===== src/rtl/pwm_motor_ctrl.sv =====
// N-channel H-bridge controller: shared PWM timebase, per-channel soft-start ramp,
// safe reversal (ramp-down then dead time) and short-brake.
//  state        | meaning
//  ST_DRIVE     | pins follow dir_cur, duty ramps toward duty_cmd on each period boundary
//  ST_RAMP_DOWN | reversal pending, duty ramps to 0 with pins held
//  ST_DEAD      | bridge fully off for DEAD_PERIODS period boundaries
//  ST_BRAKE     | both bridge inputs and enable high (short-brake)
module pwm_motor_ctrl #(
    parameter int N_CH         = 2,
    parameter int DUTY_W       = 4,
    parameter int PRESC        = 390,
    parameter int RAMP_STEP    = 1,
    parameter int DEAD_PERIODS = 2
) (
    input  logic                     clock,
    input  logic                     reset_n,
    input  logic [N_CH*DUTY_W-1:0]   duty_cmd,
    input  logic [N_CH-1:0]          dir_cmd,
    input  logic [N_CH-1:0]          brake,
    output logic [N_CH-1:0]          pwm_en,
    output logic [N_CH-1:0]          in_a,
    output logic [N_CH-1:0]          in_b,
    output logic [N_CH-1:0]          busy
);

    localparam int PW  = (PRESC > 1) ? $clog2(PRESC) : 1;
    localparam int DCW = (DEAD_PERIODS > 1) ? $clog2(DEAD_PERIODS) : 1;
    localparam logic [PW-1:0]     PRESC_LAST = PW'(PRESC - 1);
    localparam logic [DUTY_W-1:0] TC_LAST    = DUTY_W'((1 << DUTY_W) - 2);
    localparam logic [DCW-1:0]    DEAD_LAST  = DCW'(DEAD_PERIODS - 1);

    typedef enum logic [1:0] {
        ST_DRIVE     = 2'd0,
        ST_RAMP_DOWN = 2'd1,
        ST_DEAD      = 2'd2,
        ST_BRAKE     = 2'd3
    } state_t;

    logic [PW-1:0]     r_presc;
    logic [DUTY_W-1:0] r_tcnt;
    logic              w_tick;
    logic              w_pb;

    state_t            r_state     [N_CH];
    state_t            w_nxt_state [N_CH];
    logic [DUTY_W-1:0] r_duty      [N_CH];
    logic [DUTY_W-1:0] w_nxt_duty  [N_CH];
    logic [DCW-1:0]    r_dcnt      [N_CH];
    logic [DCW-1:0]    w_nxt_dcnt  [N_CH];
    logic [N_CH-1:0]   r_dir;
    logic [N_CH-1:0]   w_nxt_dir;

    logic [N_CH-1:0]   r_pwm;
    logic [N_CH-1:0]   r_in_a;
    logic [N_CH-1:0]   r_in_b;
    logic [N_CH-1:0]   r_busy;

    assign w_tick = (r_presc == PRESC_LAST);
    assign w_pb   = w_tick && (r_tcnt == TC_LAST);

    always_ff @(posedge clock or negedge reset_n) begin
        if (!reset_n) begin
            r_presc <= '0;
            r_tcnt  <= '0;
        end else begin
            r_presc <= w_tick ? '0 : r_presc + PW'(1);
            if (w_tick) begin
                r_tcnt <= (r_tcnt == TC_LAST) ? '0 : r_tcnt + DUTY_W'(1);
            end
        end
    end

    // Saturating step: never passes the target, never wraps.
    function automatic logic [DUTY_W-1:0] step_toward(input logic [DUTY_W-1:0] cur,
                                                      input logic [DUTY_W-1:0] tgt);
        int c;
        int t;
        c = int'(cur);
        t = int'(tgt);
        if (c < t) begin
            return (t - c > RAMP_STEP) ? DUTY_W'(c + RAMP_STEP) : tgt;
        end else if (c > t) begin
            return (c - t > RAMP_STEP) ? DUTY_W'(c - RAMP_STEP) : tgt;
        end
        return cur;
    endfunction

    always_comb begin
        for (int i = 0; i < N_CH; i++) begin
            w_nxt_state[i] = r_state[i];
            w_nxt_duty[i]  = r_duty[i];
            w_nxt_dcnt[i]  = r_dcnt[i];
            w_nxt_dir[i]   = r_dir[i];
            if (brake[i]) begin
                w_nxt_state[i] = ST_BRAKE;
                w_nxt_duty[i]  = '0;
                w_nxt_dcnt[i]  = '0;
            end else begin
                case (r_state[i])
                    ST_DRIVE: begin
                        if (dir_cmd[i] != r_dir[i]) begin
                            if (r_duty[i] != '0) begin
                                w_nxt_state[i] = ST_RAMP_DOWN;
                            end else begin
                                w_nxt_state[i] = ST_DEAD;
                                w_nxt_dcnt[i]  = '0;
                            end
                        end else if (w_pb) begin
                            w_nxt_duty[i] = step_toward(r_duty[i], duty_cmd[i*DUTY_W +: DUTY_W]);
                        end
                    end
                    ST_RAMP_DOWN: begin
                        if (dir_cmd[i] == r_dir[i]) begin
                            w_nxt_state[i] = ST_DRIVE;
                        end else if (r_duty[i] == '0) begin
                            w_nxt_state[i] = ST_DEAD;
                            w_nxt_dcnt[i]  = '0;
                        end else if (w_pb) begin
                            w_nxt_duty[i] = step_toward(r_duty[i], '0);
                        end
                    end
                    ST_DEAD: begin
                        if (w_pb) begin
                            if (r_dcnt[i] == DEAD_LAST) begin
                                w_nxt_state[i] = ST_DRIVE;
                                w_nxt_dir[i]   = dir_cmd[i];
                                w_nxt_duty[i]  = '0;
                                w_nxt_dcnt[i]  = '0;
                            end else begin
                                w_nxt_dcnt[i] = r_dcnt[i] + DCW'(1);
                            end
                        end
                    end
                    ST_BRAKE: begin
                        w_nxt_state[i] = ST_DEAD;
                        w_nxt_dcnt[i]  = '0;
                    end
                    default: w_nxt_state[i] = ST_DRIVE;
                endcase
            end
        end
    end

    // Outputs decode from the next state so pins and enable switch on the same edge as the state.
    always_ff @(posedge clock or negedge reset_n) begin
        if (!reset_n) begin
            for (int i = 0; i < N_CH; i++) begin
                r_state[i] <= ST_DRIVE;
                r_duty[i]  <= '0;
                r_dcnt[i]  <= '0;
            end
            r_dir  <= '0;
            r_pwm  <= '0;
            r_in_a <= '0;
            r_in_b <= '0;
            r_busy <= '0;
        end else begin
            for (int i = 0; i < N_CH; i++) begin
                r_state[i] <= w_nxt_state[i];
                r_duty[i]  <= w_nxt_duty[i];
                r_dcnt[i]  <= w_nxt_dcnt[i];
                r_dir[i]   <= w_nxt_dir[i];
                case (w_nxt_state[i])
                    ST_DRIVE, ST_RAMP_DOWN: begin
                        r_pwm[i]  <= (r_tcnt < r_duty[i]);
                        r_in_a[i] <= w_nxt_dir[i];
                        r_in_b[i] <= ~w_nxt_dir[i];
                        r_busy[i] <= (w_nxt_state[i] == ST_RAMP_DOWN);
                    end
                    ST_BRAKE: begin
                        r_pwm[i]  <= 1'b1;
                        r_in_a[i] <= 1'b1;
                        r_in_b[i] <= 1'b1;
                        r_busy[i] <= 1'b0;
                    end
                    default: begin
                        r_pwm[i]  <= 1'b0;
                        r_in_a[i] <= 1'b0;
                        r_in_b[i] <= 1'b0;
                        r_busy[i] <= 1'b1;
                    end
                endcase
            end
        end
    end

    assign pwm_en = r_pwm;
    assign in_a   = r_in_a;
    assign in_b   = r_in_b;
    assign busy   = r_busy;

endmodule


===== config.mk =====
export PLATFORM = sky130hd
export DESIGN_NAME = pwm_motor_ctrl
export DESIGN_NICKNAME = d
export VERILOG_FILES = /design/src/rtl/pwm_motor_ctrl.sv
export SDC_FILE = /design/constraint.sdc
export NUM_CORES = 1
export LEC_CHECK = 0
export BUFFER_PORTS_ARGS = -buffer_cell sky130_fd_sc_hd__buf_2
export CORE_ASPECT_RATIO = 0.9
export CORE_UTILIZATION = 40
export CTS_CLUSTER_SIZE = 10
export DETAILED_ROUTE_END_ITERATION = 12
export GPL_ROUTABILITY_DRIVEN = 0
export SLEW_MARGIN = 40
export SYNTH_ARGS = -nofsm -noshare
export SYNTH_HDL_FRONTEND = slang
export SYNTH_SLANG_ARGS = --single-unit

===== constraint.sdc =====
create_clock -name clock -period 3.3 [get_ports clock]
set_input_delay 0.165 -clock clock [delete_from_list [all_inputs] [get_ports clock]]
set_output_delay 0.165 -clock clock [all_outputs]
set_load 0.05 [all_outputs]

[Word level (Yosys, flattened, before mapping)]
Cells that the tools add are included.
Word-level totals
  register bits: 37
  bits in latches: 0
  bits in writable memories: 0
  bits in read-only memories: 0
  bits of input ports: 14
  output and inout port bits: 8
  memories: 0
Cells by class
  $add $sub $neg: 12
  multiply operators: 0
  div/mod/pow operators: 0
  $lt $le $gt $ge: 14
  equal/unequal tests: 40
  shift-type cells: 0
  muxes and demuxes: 108
  bitwise operators: 2
  reductions and logical operators: 17
Operators by type and width (count)
  4-bit two-way mux: 33
  3-bit != test, second input constant: 24
  1-bit two-way mux: 46
  2-bit two-way mux: 14
  4-bit one-hot mux with 3 select lines: 2
  5-bit by 2-bit > comparator with 1-bit output, second input constant: 4
  10-bit AND reduction: 2
  4-bit by 4-bit subtractor with 5-bit output: 4
  4-bit by 1-bit > comparator with 1-bit output, second input constant: 4
  4-bit < comparator: 4
  1-bit one-hot mux with 2 select lines: 8
  2-bit one-hot mux with 4 select lines: 2
  4-bit nonzero test: 4
  4-bit by 1-bit adder with 4-bit output, second input constant: 3
  2-bit == test, second input constant: 6
  5-bit AND reduction: 2
  9-bit by 1-bit adder with 9-bit output, second input constant: 1
  9-bit == test, second input constant: 1
  9-bit two-way mux: 1
  2-bit by 1-bit == test with 1-bit output, second input constant: 4
  4-bit > comparator: 2
  2-bit logical NOT: 4
  4-bit logical NOT: 2
  1-bit one-hot mux with 4 select lines: 2
  8 further kinds: 14

[Logic depth before layout (Yosys ltp)]
Gate-level depths: netlist of run 1.
  word-level depth: 13
  mapped depth: 11

[Worst setup path before layout of run 1]
Ideal clock, no wire load.
  kind: reg2reg
  start: register r_duty[4] in the netlist's numbering
  end: register r_duty[6] in the netlist's numbering
  library setup time: 0.132 ns
  arrival: 2.459 ns
  path slack: 0.709 ns
  cell stages (with the launch flop): 10
  path through: dfrtp_1 -> ha_1 -> fa_1 -> and2b_1 -> nor3_1 -> or3_1 -> nor4b_4 -> nor3_1 -> o311ai_1 -> a21oi_1
Between the ends
  word-level cells in the longest chain between the ends: 10
  elaborated cells between the ends (all ways): 42
RTL lines
  start: declaration: line 46  | logic [DUTY_W-1:0] r_duty [N_CH];
  start signal: indexed assignment: line 160  | r_duty[i] <= w_nxt_duty[i];
  4-bit by 4-bit subtractor with 5-bit output: line 83  | return (c - t > RAMP_STEP) ? DUTY_W'(c - RAMP_STEP) : tgt;
  5-bit by 2-bit > comparator with 1-bit output: line 83
  4-bit two-way mux: line 83
  4-bit two-way mux: line 82  | end else if (c > t) begin
  4-bit two-way mux: line 80  | if (c < t) begin
  4-bit two-way mux: line 85  | return cur;
  4-bit two-way mux: line 108  | end else if (w_pb) begin
  4-bit two-way mux: line 101  | if (dir_cmd[i] != r_dir[i]) begin
  4-bit one-hot mux with 3 select lines: line 99  | case (r_state[i])
  4-bit two-way mux: line 94  | if (brake[i]) begin
Several ways; a longest one is shown, not always the timed one. The select of a mux whose other input is x is not followed.
A chain may end at the register's enable or synchronous reset.

[Worst setup path in the final report of run 1]
Ends and elaborated chain as after synthesis.

==> results of run 1 <==
worst register-to-register path, stage by stage (launching register included):
cell and delay, ns:
dfrtp_1 0.48, ha_1 0.24, fa_1 0.40, and2b_1 0.20, nor3_1 0.04, or3_1 0.39
nor4b_4 0.50, nor3_1 0.11, o311ai_1 0.30, a21oi_1 0.10
cell type report:
cell class	count	share of cell area (%)
Inverter	35	3.67
Clock buffer	7	2.39
Clock inverter	1	0.831
Timing Repair Buffer	22	3.25
Sequential cell	37	25.6
Tap cell	99	3.43
Multi-Input combinational cell	300	60.8
through the flow:
step	setup slack [ns]	hold WS, ns
final	0.431	0.150
after global routing	0.264	0.164
after CTS	0.463	0.139
after detailed placement	0.479	0.165
after global placement	0.571	0.327
after floorplan	0.709	-0.131
worst max-delay path by stage:
stage                         start   endpoint  cells after the start
after global placement    r_duty[4]  r_duty[6]                      9
after global routing      r_duty[4]  r_duty[6]                      9
final                     r_duty[4]  r_duty[6]                      9
after CTS                 r_duty[4]  r_duty[6]                      9
after detailed placement  r_duty[4]  r_duty[6]                      9
after floorplan           r_duty[4]  r_duty[6]                      9
cell families (layout without fill, tap and decap cells):
group	Yosys count	count (layout)	share of synthesized area [%]
compound gates	102	102	20.4
xor+xnor	19	19	5.03
fa+ha+maj	42	42	16.8
buf+inv	44	65	5.49
flops	37	37	28.0
mux	9	9	2.84
simple gates	128	128	21.5
power by group:
| group | internal, mW | switching (mW) |
|---|---|---|
| Sequential | 0.483 | 0.0146 |
| Clock | 0.247 | 0.165 |
| Combinational | 0.118 | 0.241 |
| Total | 0.847 | 0.420 |
routing by layer:
layer  global-route usage [%]  part of all wire (%)  vias up
met5                        0                     0        -
met4                     2.34                  0.39        0
met3                     3.00                   3.8        4
met2                     27.0                    45       52
met1                     23.7                    51     1299
li1                         -                     -     1391
state kept, by name, summed over array words and instances, names as in the netlist:
name and cells:
in_b 2, r_presc 9, busy 2, r_dcnt 2
r_dir 2, r_state 4, in_a 2, pwm_en 2
r_duty 8, r_tcnt 4
cells in the mapped netlist (8+ instances only):
master    number  area [µm²]
ha_1          38         475
dfrtp_1       37         926
nand2_1       28         105
o21ai_0       17        85.1
nor2_1        37         139
nand3_1       12        60.1
nand2b_1       8        50.1
inv_1         34         128
a21oi_1       25         125
xnor2_1        9        78.8
xor2_1        10        87.6
==> results.md, run 1 <==
* Worst-path fanout max at 8
* # setup viols final at 0
* Port Buffers at 21
* Mapped Cells at 381
* Peak supply drop at about 0.2 mV
* Ports at 22
* EDFF count, synth at 0
* Crit path buf inv count at 0
* Total Wirelength at 6.85 mm
* Max Cap Viol at 0
* Fin. Hold Viols at 0
* Outcome: finished, violations left
* Initial DRT Pass Iterations at 8
* Seq/Total Area, Yosys at between 20% and 30%
* Relative slew margins at 52.6%
* Syn Area/Cell at 8.68 µm²
* Synth cell types at 71
* Residual DRC count at 8
* Gr ovfl total at 0
* Total power at 1.27 mW
* Iter 0 DRT Violations at 140
* PwrDens at 351 mW/mm²
* Syn_nets at 437
* Vias at ~2,700
* Die area at 0.00863 mm²
* Reg2reg path depth at 9
* CP required at 3.47 ns
* Hold Path Depth at 2
* Fin cells at ~500
* Fin util at 45.0%
* Top FF cell, synth: dfrtp_1
* Number of global-route vias before repair at 2,559
* Largest net degree at the start of global routing at 38
* RSZ-0062 raised after global routing: false
* Most frequent cells in the layout: 38 x ha_1, 37 x nor2_1, 37 x dfrtp_1, 34 x inv_1, 28 x nand2_1
* CTS Buf Count at 5
* Post-route ant nets at 0
* Placed Instances at 492
* CTS root buffer: clkbuf_8
* Failing checks: design-rule violations
* Ant. Diodes at 0
* Clock Sinks at 37
* Reg area at 926 µm²
* H-tree depth at 2
* Nets@finish at 457
* Min-Delay Startpoint: brake[0]
* # resized after CTS at 0
* Mean number of vias per cell at around 5.5
* Worst r2r src: r_duty[4]
* Share of post-route cells with drive strength above 1 at 11.2%
* Core area at 0.00803 mm²
* Initial antenna violation count at 0
* Multi-input gate area at 0.00220 mm²
* Hold EP: r_duty[6]
* Post-CTS Setup Inserts at 0
* Overall global routing resource usage at 16.6%
* Slew Limit Fails at 0
* Clock Path Buffers at 2
* Startpoint Class: flop
* Worst endpoint data arrival time at about 3 ns
* Cell Area, Synth at 0.00331 mm²
* Setup CP Type: reg2reg
* Fill count at 791
* Fmax at 349 MHz
* Clock skew at 0.00718 ns
* Setup tns final at 0 ns
* Commonest non-fill, non-tap cell in the layout: ha_1
* CTS Hold Bufs at 1
* Top cell by count, worst path: nor3_1
* Crit path cell chain: ha_1 -> fa_1 -> and2b_1 -> nor3_1 -> or3_1 -> nor4b_4 -> nor3_1 -> o311ai_1 -> a21oi_1
* Effective utilization at floorplan at about 40%
* Area growth syn-to-layout at 9.35%
* Worst r2r dst: r_duty[6]
* Slew @ Worst Pin at 0.703 ns
* CP Capture Type: flop
* DP HPWL at 5.24 mm
* Fin crit period at approximately 2.9 ns
* CP max stage cell: nor4b_4
* Reg clk slew, reported paths at 0.08 ns
* TritonCTS clock tree: done
* Final period util at 86.9%
* Leak at ~1.6 nW
* Post-route cell area at around 0.0036 mm²
* Synthesis-stage register bit count at 37
* Rows at 31
* R2R Setup Slk at 0.43 ns
* Hold Path Class: in2reg
* Placement Cell Area at between 0.003 and 0.004 mm²
* Synth warnings at 0
* Worst skew pair latency at 0.29 ns
* First-pass GRT wire length at ~12 mm
* Average wire per standard cell at about 14 µm
* Crit path max-delay family: simple AND/OR/NAND/NOR gates
* Die extent in y at 88.2 µm
* Largest stage delay, worst path at 0.50 ns
* Die width at 97.8 µm
* Async S/R FF share, synth at 100%
No activity file was read; power rests on OpenSTA's default activity.
==> run 2: changes to the inputs <==
--- a/config.mk
+++ b/config.mk
@@ -5,9 +5,11 @@
 export SDC_FILE = /design/constraint.sdc
 export NUM_CORES = 1
 export LEC_CHECK = 0
+export ABC_AREA = 1
 export BUFFER_PORTS_ARGS = -buffer_cell sky130_fd_sc_hd__buf_2
 export CORE_ASPECT_RATIO = 0.9
 export CORE_UTILIZATION = 40
+export CTS_BUF_LIST = sky130_fd_sc_hd__clkbuf_2 sky130_fd_sc_hd__clkbuf_4 sky130_fd_sc_hd__clkbuf_8
 export CTS_CLUSTER_SIZE = 10
 export DETAILED_ROUTE_END_ITERATION = 12
 export GPL_ROUTABILITY_DRIVEN = 0
==> run 2 against run 1 <==
- the run now ends clean
- flip-flop and latch count is the same
- fmax grew 23%
- first-iteration DRC count up 31%
- design area is 8.9% higher
- combinational power grew to 4.8 times the previous value
- worst hold slack better by 0.081 ns
- sequential power is 38% higher
- total power up 120%
- register-to-register slack improved by 0.53 ns
- setup slack improved by 0.53 ns
- core utilization rose by 0.69 points
- final cell count is 32% higher
- critical endpoint is now r_duty[4]
- largest cell class unchanged
==> results.md, run 2 <==
* Outcome: complete, no violations
* Hold WS at 0.231 ns
* Worst skew pair latency at 0.30 ns
* Synthesis-stage register bit count at 37
* Share of post-route cells with drive strength above 1 at 10.9%
* Top Registers: r_presc (9), r_duty (8)
* Leak at 2.06 nW
* Hold Path Class: in2reg
* Syn_nets at around 570
* Syn Area/Cell at roughly 6.9 µm²
* Area growth syn-to-layout at 10.1%
* Vias at 3,353
* Commonest non-fill, non-tap cell in the layout: nand2_1
* Slew Limit Fails at 0
* # setup viols final at 0
* PwrDens at 719 mW/mm²
* Total Wirelength at 8.12 mm
* Die width at 102 µm
* Gr ovfl total at 0
* Max Cap Viol at 0
* Switching power total at about 1.4 mW
* Setup CP Type: reg2reg
* Initial antenna violation count at 0
* Fin cells at 662
* Average wire per standard cell at 12.3 µm
* Residual DRC count at 0
* Synth top area cells: dfrtp_1 26%, nand2_1 15%, ha_1 13%
* Initial DRT Pass Iterations at 5
* Top post-synthesis cells by count: 144 x nand2_1, 71 x inv_1, 64 x nand3_1, 38 x ha_1, 38 x nor2_1
* Largest area contributor in the netlist: dfrtp_1
* Mapped Cells at 518
* Synth warnings at 0
* Hold EP: r_dir[1]
* Reg clk slew, reported paths at 0.08 ns
* Fin crit period at 2.34 ns
* CP required at 3.50 ns
* Setup tns final at 0 ns
* Cell Area, Synth at 0.00357 mm²
* Largest Register: r_presc
* Clock Sinks at 37
* DP HPWL at 6.31 mm
* Iter 0 DRT Violations at 184
* Relative slew margins at between 60% and 70%
* Peak supply drop at 0.363 mV
* CTS Hold Bufs at 1
* Fin. Hold Viols at 0
* Nets@finish at 598
* Most frequent cells in the layout: 144 x nand2_1, 71 x inv_1, 64 x nand3_1, 38 x nor2_1, 38 x ha_1
* Clock share of power at 15.0%
* Worst endpoint data arrival time at 2.54 ns
* Core area at ~0.0086 mm²
* Mean number of vias per cell at 5.06
* CTS Buf Count at 5
* Overall global routing resource usage at 18.8%
* Die extent in y at around 92 µm
* Clock Path Buffers at 2
* Post-route ant nets at 0
* Post-synth top area share at 25.9%
* R2R Setup Slk at 0.96 ns
* Worst-path fanout max at 8
* RSZ-0062 raised after global routing: false
* Effective utilization at floorplan at 41.5%
* Slew @ Worst Pin at 0.471 ns
* Min-Delay Startpoint: dir_cmd[1]
* Largest net degree at the start of global routing at 38
* CTS root buffer: clkbuf_8
* Most common cell in the netlist: nand2_1
* Placed Instances at 653
* Async S/R FF share, synth at 100%
* Post-CTS Setup Inserts at 0
* TritonCTS clock tree: done
* Ant. Diodes at 0
* Clock skew at 0.00950 ns
* Synth cell types at 39
* Comb pwr share at 60.8%
* Port Buffers at 21
* Total power at 2.83 mW
* Sequential fraction of design power at 24.2%
* Fin util at 45.7%
* Worst r2r dst: r_duty[4]
* Seq/Total Area, Yosys at 25.9%
* Ports at 22
* First-pass GRT wire length at 14.0 mm
* Hold Path Depth at 5
* Top FF cell, synth: dfrtp_1
* Worst r2r src: r_duty[4]
* Reg2reg path depth at 11
* Final period util at 71.0%
* CP Capture Type: flop
* Number of global-route vias before repair at 3,067
* Fill count at 890
* Startpoint Class: flop
* Switch share at between 50% and 60%
* # resized after CTS at 0
* Fmax at 427 MHz
* Internal power at 1.39 mW
* H-tree depth at 2
* EDFF count, synth at 0
* Die area at 0.00932 mm²
* Rows at 32
* Max reg flops at 9
[run 2: logic make-up (layout without fill, tap and decap cells)]
group / Yosys count / after routing / share of synthesized area [%]
flops: 37 / 37 / 25.9
compound gates: 56 / 56 / 9.80
xor+xnor: 12 / 12 / 2.94
buf+inv: 83 / 108 / 8.96
simple gates: 288 / 288 / 36.9
fa+ha+maj: 42 / 42 / 15.5
[run 2: final cells by class]
type | count | area [µm²] | share of cell area, %
clock inverters | 2 | 37.5 | 0.954
flip-flops and latches | 37 | 926 | 23.5
multi-input cells | 398 | 2330 | 59.2
clock buffers | 6 | 82.6 | 2.10
well taps | 119 | 149 | 3.78
repair buffers | 22 | 118 | 2.99
inverters | 78 | 294 | 7.47
[run 2: per-layer routing]
| layer | global-route usage [%] | wire, µm | up-vias |
|---|---|---|---|
| li1 | - | - | 1740 |
| met1 | 26.1 | 4120 | 1558 |
| met2 | 30.6 | 3670 | 47 |
| met3 | 2.52 | 251 | 8 |
| met4 | 4.83 | 78 | 0 |
| met5 | 0 | 0 | - |
[run 2: critical path, stage by stage (launching register included)]
cell	delay, ns
dfrtp_1	0.49
inv_1	0.15
ha_1	0.23
fa_1	0.40
o221ai_1	0.41
nand2_1	0.18
nand2_1	0.09
nand3_1	0.06
nand2_1	0.08
nand2_1	0.05
nand2_1	0.06
nand2_1	0.04
[run 2: how the worst max path moves through the flow]
| stage | cells after the start | to | start | slack (ns) |
|---|---|---|---|---|
| floorplan | 11 | r_duty[4] | r_duty[4] | 1.26 |
| global placement | 13 | r_duty[0] | r_duty[0] | 0.99 |
| detailed placement | 13 | r_duty[0] | r_duty[0] | 0.98 |
| CTS | 13 | r_duty[0] | r_duty[0] | 0.96 |
| global route | 13 | r_duty[2] | r_duty[0] | 0.69 |
| finish | 11 | r_duty[4] | r_duty[4] | 0.96 |
[run 2: stage by stage]
step                setup WS [ns]  instance area [µm²]
floorplan                    1.26                 3570
detailed placement          0.976                 3800
CTS                         0.964                 3940
global route                0.688                 3940
finish                      0.958                 3940
global placement            0.991                 3800
[run 2: power by group through the flow]
stage          clock network (mW)  logic, mW  registers [mW]
6_report                    0.423       1.72           0.685
4_1_cts                     0.433       1.73           0.684
2_1_floorplan                   0       1.21           0.829
5_1_grt                     0.452       1.97           0.700
3_5_place_dp                    0       1.72           0.690
3_3_place_gp                    0       1.71           0.689
